File: config.mk
export PLATFORM = sky130hd
export DESIGN_NAME = gf_nb_frob_seq_flat
export DESIGN_NICKNAME = d
export VERILOG_FILES = /design/src/rtl/gf_nb_frob_seq_if.sv /design/src/rtl/gf_nb_frob_seq.sv /design/src/flat_wrapper.sv
export SDC_FILE = /design/constraint.sdc
export NUM_CORES = 1
export LEC_CHECK = 0
export CORE_MARGIN = 4
export CORE_UTILIZATION = 45
export DETAILED_ROUTE_END_ITERATION = 7
export PLACE_DENSITY = 0.78
export SLEW_MARGIN = 20
export SYNTH_ARGS = -nofsm -noshare
export SYNTH_HDL_FRONTEND = slang
export SYNTH_SLANG_ARGS = --single-unit
export TNS_END_PERCENT = 20
File: constraint.sdc
create_clock -name clk -period 3.75 [get_ports clk]
set_clock_uncertainty 0.15 [all_clocks]
set_input_delay 0.75 -clock clk [delete_from_list [all_inputs] [get_ports clk]]
set_output_delay 0.75 -clock clk [all_outputs]
set_load 0.1 [all_outputs]
File: src/rtl/gf_nb_frob_seq_if.sv
// Operand/result handshake bundle for the normal-basis Frobenius engine.
// The master side presents operands and consumes results; the slave side is the engine.
interface gf_nb_frob_seq_if #(
    parameter int N  = 8,
    parameter int KW = $clog2(N) + 1
);
    logic          in_valid;
    logic          in_ready;
    logic [N-1:0]  A;
    logic [KW-1:0] K;
    logic          out_valid;
    logic          out_ready;
    logic [N-1:0]  Q;
    logic          busy;

    modport master (
        output in_valid, A, K, out_ready,
        input  in_ready, out_valid, Q, busy
    );

    modport slave (
        input  in_valid, A, K, out_ready,
        output in_ready, out_valid, Q, busy
    );
endinterface

File: src/rtl/gf_nb_frob_seq.sv
// Sequential Frobenius power A^(2^K) over GF(2^N) in normal basis.
// Each squaring is a left rotation, so the engine rotates at most STEP positions per cycle.
module gf_nb_frob_seq #(
    parameter int N    = 8,
    parameter int STEP = 1,
    parameter int KW   = $clog2(N) + 1
) (
    input  logic             clk,
    input  logic             rst,
    gf_nb_frob_seq_if.slave  bus
);
    typedef enum logic [1:0] {
        ST_IDLE = 2'd0,
        ST_RUN  = 2'd1,
        ST_DONE = 2'd2
    } state_e;

    localparam logic [KW-1:0] STEP_W = KW'(STEP);

    state_e        state_q, state_d;
    logic [KW-1:0] rem_q, rem_d;
    logic [N-1:0]  data_q, data_d;
    logic [N-1:0]  q_q, q_d;
    logic [KW-1:0] step_s;
    logic [KW-1:0] k_mod_s;

    // Restoring reduction of K by N; works for any N, collapses to a mask for powers of two.
    function automatic logic [KW-1:0] mod_n(input logic [KW-1:0] k);
        logic [2*KW-1:0] acc;
        logic [2*KW-1:0] sub;
        acc = {{KW{1'b0}}, k};
        for (int i = KW - 1; i >= 0; i--) begin
            sub = (2*KW)'(N) << i;
            acc = (acc >= sub) ? (acc - sub) : acc;
        end
        return acc[KW-1:0];
    endfunction

    function automatic logic [N-1:0] rotl(input logic [N-1:0] d, input logic [KW-1:0] s);
        logic [2*N-1:0] w;
        w = {d, d} << s;
        return w[2*N-1:N];
    endfunction

    // Next-state, rotation datapath and result capture.
    always_comb begin
        state_d = state_q;
        rem_d   = rem_q;
        data_d  = data_q;
        k_mod_s = mod_n(bus.K);
        step_s  = (rem_q < STEP_W) ? rem_q : STEP_W;
        case (state_q)
            ST_IDLE: begin
                if (bus.in_valid) begin
                    data_d  = bus.A;
                    rem_d   = k_mod_s;
                    state_d = (k_mod_s == {KW{1'b0}}) ? ST_DONE : ST_RUN;
                end else begin
                    state_d = ST_IDLE;
                end
            end
            ST_RUN: begin
                data_d = rotl(data_q, step_s);
                rem_d  = rem_q - step_s;
                if (rem_q == step_s) begin
                    state_d = ST_DONE;
                end else begin
                    state_d = ST_RUN;
                end
            end
            ST_DONE: begin
                if (bus.out_ready) begin
                    state_d = ST_IDLE;
                end else begin
                    state_d = ST_DONE;
                end
            end
            default: begin
                state_d = ST_IDLE;
                rem_d   = {KW{1'b0}};
                data_d  = {N{1'b0}};
            end
        endcase
        // Q tracks the data register so it is already valid on the edge that enters DONE.
        q_d = data_d;
    end

    // State and datapath registers with synchronous reset.
    always_ff @(posedge clk) begin
        if (rst) begin
            state_q <= ST_IDLE;
            rem_q   <= {KW{1'b0}};
            data_q  <= {N{1'b0}};
            q_q     <= {N{1'b0}};
        end else begin
            state_q <= state_d;
            rem_q   <= rem_d;
            data_q  <= data_d;
            q_q     <= q_d;
        end
    end

    assign bus.in_ready  = (state_q == ST_IDLE);
    assign bus.out_valid = (state_q == ST_DONE);
    assign bus.busy      = (state_q != ST_IDLE);
    assign bus.Q         = q_q;
endmodule

File: src/flat_wrapper.sv
// flat-port wrapper written by rule: the top's interface ports become plain ports
module gf_nb_frob_seq_flat 
#(
    parameter int N    = 8,
    parameter int STEP = 1,
    parameter int KW   = $clog2(N) + 1
)
  (clk, rst, bus_in_valid, bus_A, bus_K, bus_out_ready, bus_in_ready, bus_out_valid, bus_Q, bus_busy);
  gf_nb_frob_seq_if #(.N(N), .KW(KW)) bus_i ();
  input  logic clk;
  input  logic rst;
  input wire logic [$bits(bus_i.in_valid)-1:0] bus_in_valid;
  input wire logic [$bits(bus_i.A)-1:0] bus_A;
  input wire logic [$bits(bus_i.K)-1:0] bus_K;
  input wire logic [$bits(bus_i.out_ready)-1:0] bus_out_ready;
  output wire logic [$bits(bus_i.in_ready)-1:0] bus_in_ready;
  output wire logic [$bits(bus_i.out_valid)-1:0] bus_out_valid;
  output wire logic [$bits(bus_i.Q)-1:0] bus_Q;
  output wire logic [$bits(bus_i.busy)-1:0] bus_busy;
  assign bus_i.in_valid = bus_in_valid;
  assign bus_i.A = bus_A;
  assign bus_i.K = bus_K;
  assign bus_i.out_ready = bus_out_ready;
  assign bus_in_ready = bus_i.in_ready;
  assign bus_out_valid = bus_i.out_valid;
  assign bus_Q = bus_i.Q;
  assign bus_busy = bus_i.busy;
  gf_nb_frob_seq #(.N(N), .STEP(STEP), .KW(KW)) u_core (.clk(clk), .rst(rst), .bus(bus_i));
endmodule
**Word level (Yosys, flattened, before mapping)**

Cells that the tools add are included.

- Input port bits: 16
- Bits in registers: 14

- Equality and inequality tests: 4
- Order comparisons: 2
- Add/sub/neg operators: 2
- Bitwise gates (word level): 1
- Shifts and indexed selects: 1
- Multiplexer cells: 11
- Reduce and logical (&&, ||, !) cells: 4

Operator list:

| operator | number |
|---|---|
| 8-bit case mux with 3 select lines | 1 |
| 16-bit by 4-bit << shifter with 16-bit output | 1 |
| 4-bit 2-to-1 mux | 3 |
| 4-bit case mux with 3 select lines | 1 |
| 2-bit 2-to-1 mux | 4 |
| 8-bit 2-to-1 mux | 1 |
| 2-bit case mux with 3 select lines | 1 |
| 4-bit equality test | 1 |
| 4-bit greater-or-equal comparator, second input constant | 1 |
| 4-bit logical NOT | 1 |
| 4-bit by 1-bit less-than comparator with 1-bit output, second input constant | 1 |
| 4-bit subtractor | 1 |
| 4-bit subtractor, second input constant | 1 |
| 2-bit by 1-bit equality test with 1-bit output, second input constant | 1 |
| 2-bit equality test, second input constant | 1 |
| 2-bit logical NOT | 1 |
| 2-bit != test, second input constant | 1 |
| 2-bit AND reduction | 1 |
| 2-bit nonzero test | 1 |
| 1-bit inverter | 1 |

**Longest topological paths before layout**

- Depth in word-level cells: 6
- Depth in mapped cells: 8
- Gate-level depth less buffers: 7

**Least setup slack after synthesis**

No wires, ideal clock.

- Path kind: flip-flop to output port
- Start point: register u_core.state_q[0]
- End point: output port bus_out_valid
- Required time: 2.850 ns
- Cell stages (with the launch flop): 3
- Slack: 1.019 ns
- Arrival time: 1.831 ns
- Path through: dfxtp_1 -> buf_2 -> nor2b_1

- Cells in the longest elaborated chain, start to end: 1

Ends and longest elaborated chain:

| element | RTL line | RTL |
|---|---|---|
| from (decl) | gf_nb_frob_seq.sv:20 | `state_e state_q, state_d;` |
| from (signal assigned) | gf_nb_frob_seq.sv:96 | `state_q <= state_d;` |
| 2-bit equality test | gf_nb_frob_seq.sv:104 | `assign bus.out_valid = (state_q == ST_DONE);` |
| to (decl) | flat_wrapper.sv:17 | `output wire logic [$bits(bus_i.out_valid)-1:0] bus_out_valid;` |

No other way between the ends.

==> impl_results.md <==
- Die area: 2500 um^2
- Place WS: between 1 and 1.5 ns
- Vert. Die Dim: 50.0 um
- Slowest-stage cell, CP: clkdlybuf4s50_1
- Xor and xnor area share after synthesis: 0%
- Num CTS Buffers: 3
- Core area: 1580 um^2
- LEAKAGE: 0.421 nW
- Main combinational cell family by area after synthesis: compound AO/OA/AOI/OAI gates
- Placed wire-length estimate: 1.45 mm
- Post-Synth Adder-Cell Area: roughly 3.2%
- Sequential fraction of the synthesis area: 35.4%
- Top-area cell type share of the netlist area: 35.4%
- First-pass GRT wire length: 3.19 mm
- Bufs on Longest Clock Path: 2
- Worst Path Buf+Inv: 1
- Top FF cell, synth: dfxtp_1
- DRT antenna net count: 0
- Combinational group share of total power: 46.9%
- H-tree levels: 1
- Outcome: completed
- Layout cells sized above 1: 17.3%
- Hold Fails Final Rpt: 0
- Via/cell ratio: between 5 and 6
- Max Fclk: 364 MHz
- Iteration-0 DRC count of the detailed router: 8
- Final Slew Violations: 0
- Clk pwr share: 19.3%
- Post-layout min period: 2.75 ns
- Post-CTS setup buffers: 0
- Fraction of registers with async set/reset: 0%
- Psw: 0.259 mW
- Least-Margin Pin Slew: ~0.97 ns
- DRC Markers: 0
- Final GP Congestion: 0.842
- Synth Net Count: 100
- Largest net degree at the start of global routing: 18
- Setup crit end kind: output pin
- Pint: between 0.3 and 0.4 mW
- Sequential power share: 33.8%
- Compound-Gate Fraction of Synth Area: 23.2%
- Cells after Synth: 82
- Max stage delay on crit path: 1.16 ns
- Mapped Area: 792 um^2
- PwrDens: 542 nW/um^2
- Sink Count: 14
- Nets: 123
- Row count: 14
- All-Layer GR Usage: 16.5%
- Grt ovf: 0
- IO Pins: 27
- Routed length per placed instance: 15.6 um
- Syn. warnings: 0
- Initial antenna violation count: 0
- CP cell instances: clkdlybuf4s50_1
- Yosys top cell by area: dfxtp_1
- Max IR drop VDD: 0.000316 V
- Final Core Density: 67.3%
- Yosys cell types: 33
- Sw Share: 45.1%
- Clock slew at reported path FFs: 0.09 ns
- Headroom to the max-slew limit: 35.1%
- Vias after detailed routing: 706
- Hold Buf Count CTS: 0
- Hold crit path type: reg -> reg
- Simple-gate share of the synthesized area: 21.2%
- Crit path DAT: ~1.9 ns
- Setup TNS: 0 ns
- Port-buffer cells: 25
- DIE WIDTH: 50.0 um
- Avg Cell Area, Syn: 9.66 um^2
- Mux cell area share after synthesis: 11.4%
- Crit path max fanout: 4
- Ant diodes: 0
- Vias in the first global route: about 700
- RSZ-0062 raised after global routing: false
- Post-cts sizing count: 0
- Maxcap violations: 0
- Synth top area cells: dfxtp_1, mux2i_1, o221a_2, o22ai_1, o21a_1
- Critical Path RT: 2.85 ns
- Kind of start point of the critical path: flop
- CTS Root Buffer Type: clkbuf_4
- CTS tree: yes
- Total Wirelength: 1.87 mm
- Area growth from synthesis to layout: 34.0%
- Kind of critical path: reg -> out
- Tcrit/Tclk final: 73.3%
- Crit-path leading delay family: buffers and inverters
- Latest clock arrival within the worst-skew pair: 0.28 ns
- Drt first pass iters: 4
- Seq cells post-synth: 14
- Initial core utilization: 50.2%
- Post-synth EDFFs: 0
- Final setup fails: 0
- Final setup margin: 1.00 ns
-- registers in the layout, indices dropped and copies added (netlist names) --
name and cells:
u_core.data_q 8, u_core.rem_q 4, u_core.state_q 2
-- cell usage after synthesis, types with 2 or more instances --
cell type  number
a21oi_1         2
buf_2           2
o21a_1          4
or3_1           2
ha_1            2
inv_1           4
nor2b_1         2
or3b_2          2
dfxtp_1        14
or2_2           2
clkbuf_1        4
nand3b_1        3
o22ai_1         6
o221a_2         4
nor3_1          2
or2b_1          2
mux2i_1         9
-- cells by family after synthesis --
group	after synthesis
AOI/OAI and AO/OA	24
and+or+nand+nor	22
DFF	14
buffers and inverters	11
muxes	9
adders and majority gates	2
-- power groups by stage --
stage / clock network [mW] / registers (mW) / logic [mW]
2_1_floorplan: 0 / 0.268 / 0.137
3_3_place_gp: 0 / 0.196 / 0.267
3_5_place_dp: 0 / 0.197 / 0.270
4_1_cts: 0.113 / 0.194 / 0.271
5_1_grt: 0.120 / 0.197 / 0.284
6_report: 0.111 / 0.194 / 0.270
-- cells in the final DEF, fill, tap and decap left out, types with 2 or more instances in the layout --
master and instances:
clkdlybuf4s50_1 22, dfxtp_1 14, mux2i_1 9, o22ai_1 6, inv_1 4, o21a_1 4
o221a_2 4, nand3b_1 3, clkbuf_4 3, buf_4 3, nor3_1 2, or2_2 2
nor2b_1 2, or3b_2 2, a21oi_1 2, or3_1 2, or2b_1 2, ha_1 2
-- through the flow --
stage	hold WS [ns]	cells	power (mW)	area, um^2
global route	0.430	120	0.601	1060
CTS	0.417	120	0.578	1060
finish	0.416	120	0.575	1060
floorplan	0.409	82	0.405	792
detailed placement	0.392	116	0.467	1020
global placement	0.395	116	0.464	1020
-- metal layers --
layer  vias to the layer above  GRT usage, %  part of all wire [%]  wire, um
li1                        352             -                     -         -
met1                       331          19.6                    44       823
met2                        23          27.8                    50       929
met3                         0          6.93                   6.5       121
met4                         0          2.76                     0         0
met5                         -             0                     0         0
-- worst paths after layout --
path                     start                end  slack, ns  depth (start not counted)
max           u_core.data_q[6]           bus_Q[6]       1.00                          1
min           u_core.data_q[4]   u_core.data_q[4]       0.42                          1
max reg2reg  u_core.state_q[0]  u_core.state_q[1]       1.88                          3
min reg2reg   u_core.data_q[4]   u_core.data_q[4]       0.42                          1
-- final cells by class --
cell class	count	area (um^2)
Fill cell	143	515
Inverter	4	15.0
Clock buffer	4	36.3
Multi-Input combinational cell	57	467
Timing Repair Buffer	25	243
Tap cell	16	20.0
Sequential cell	14	280
No activity file was read; power rests on OpenSTA's default activity.
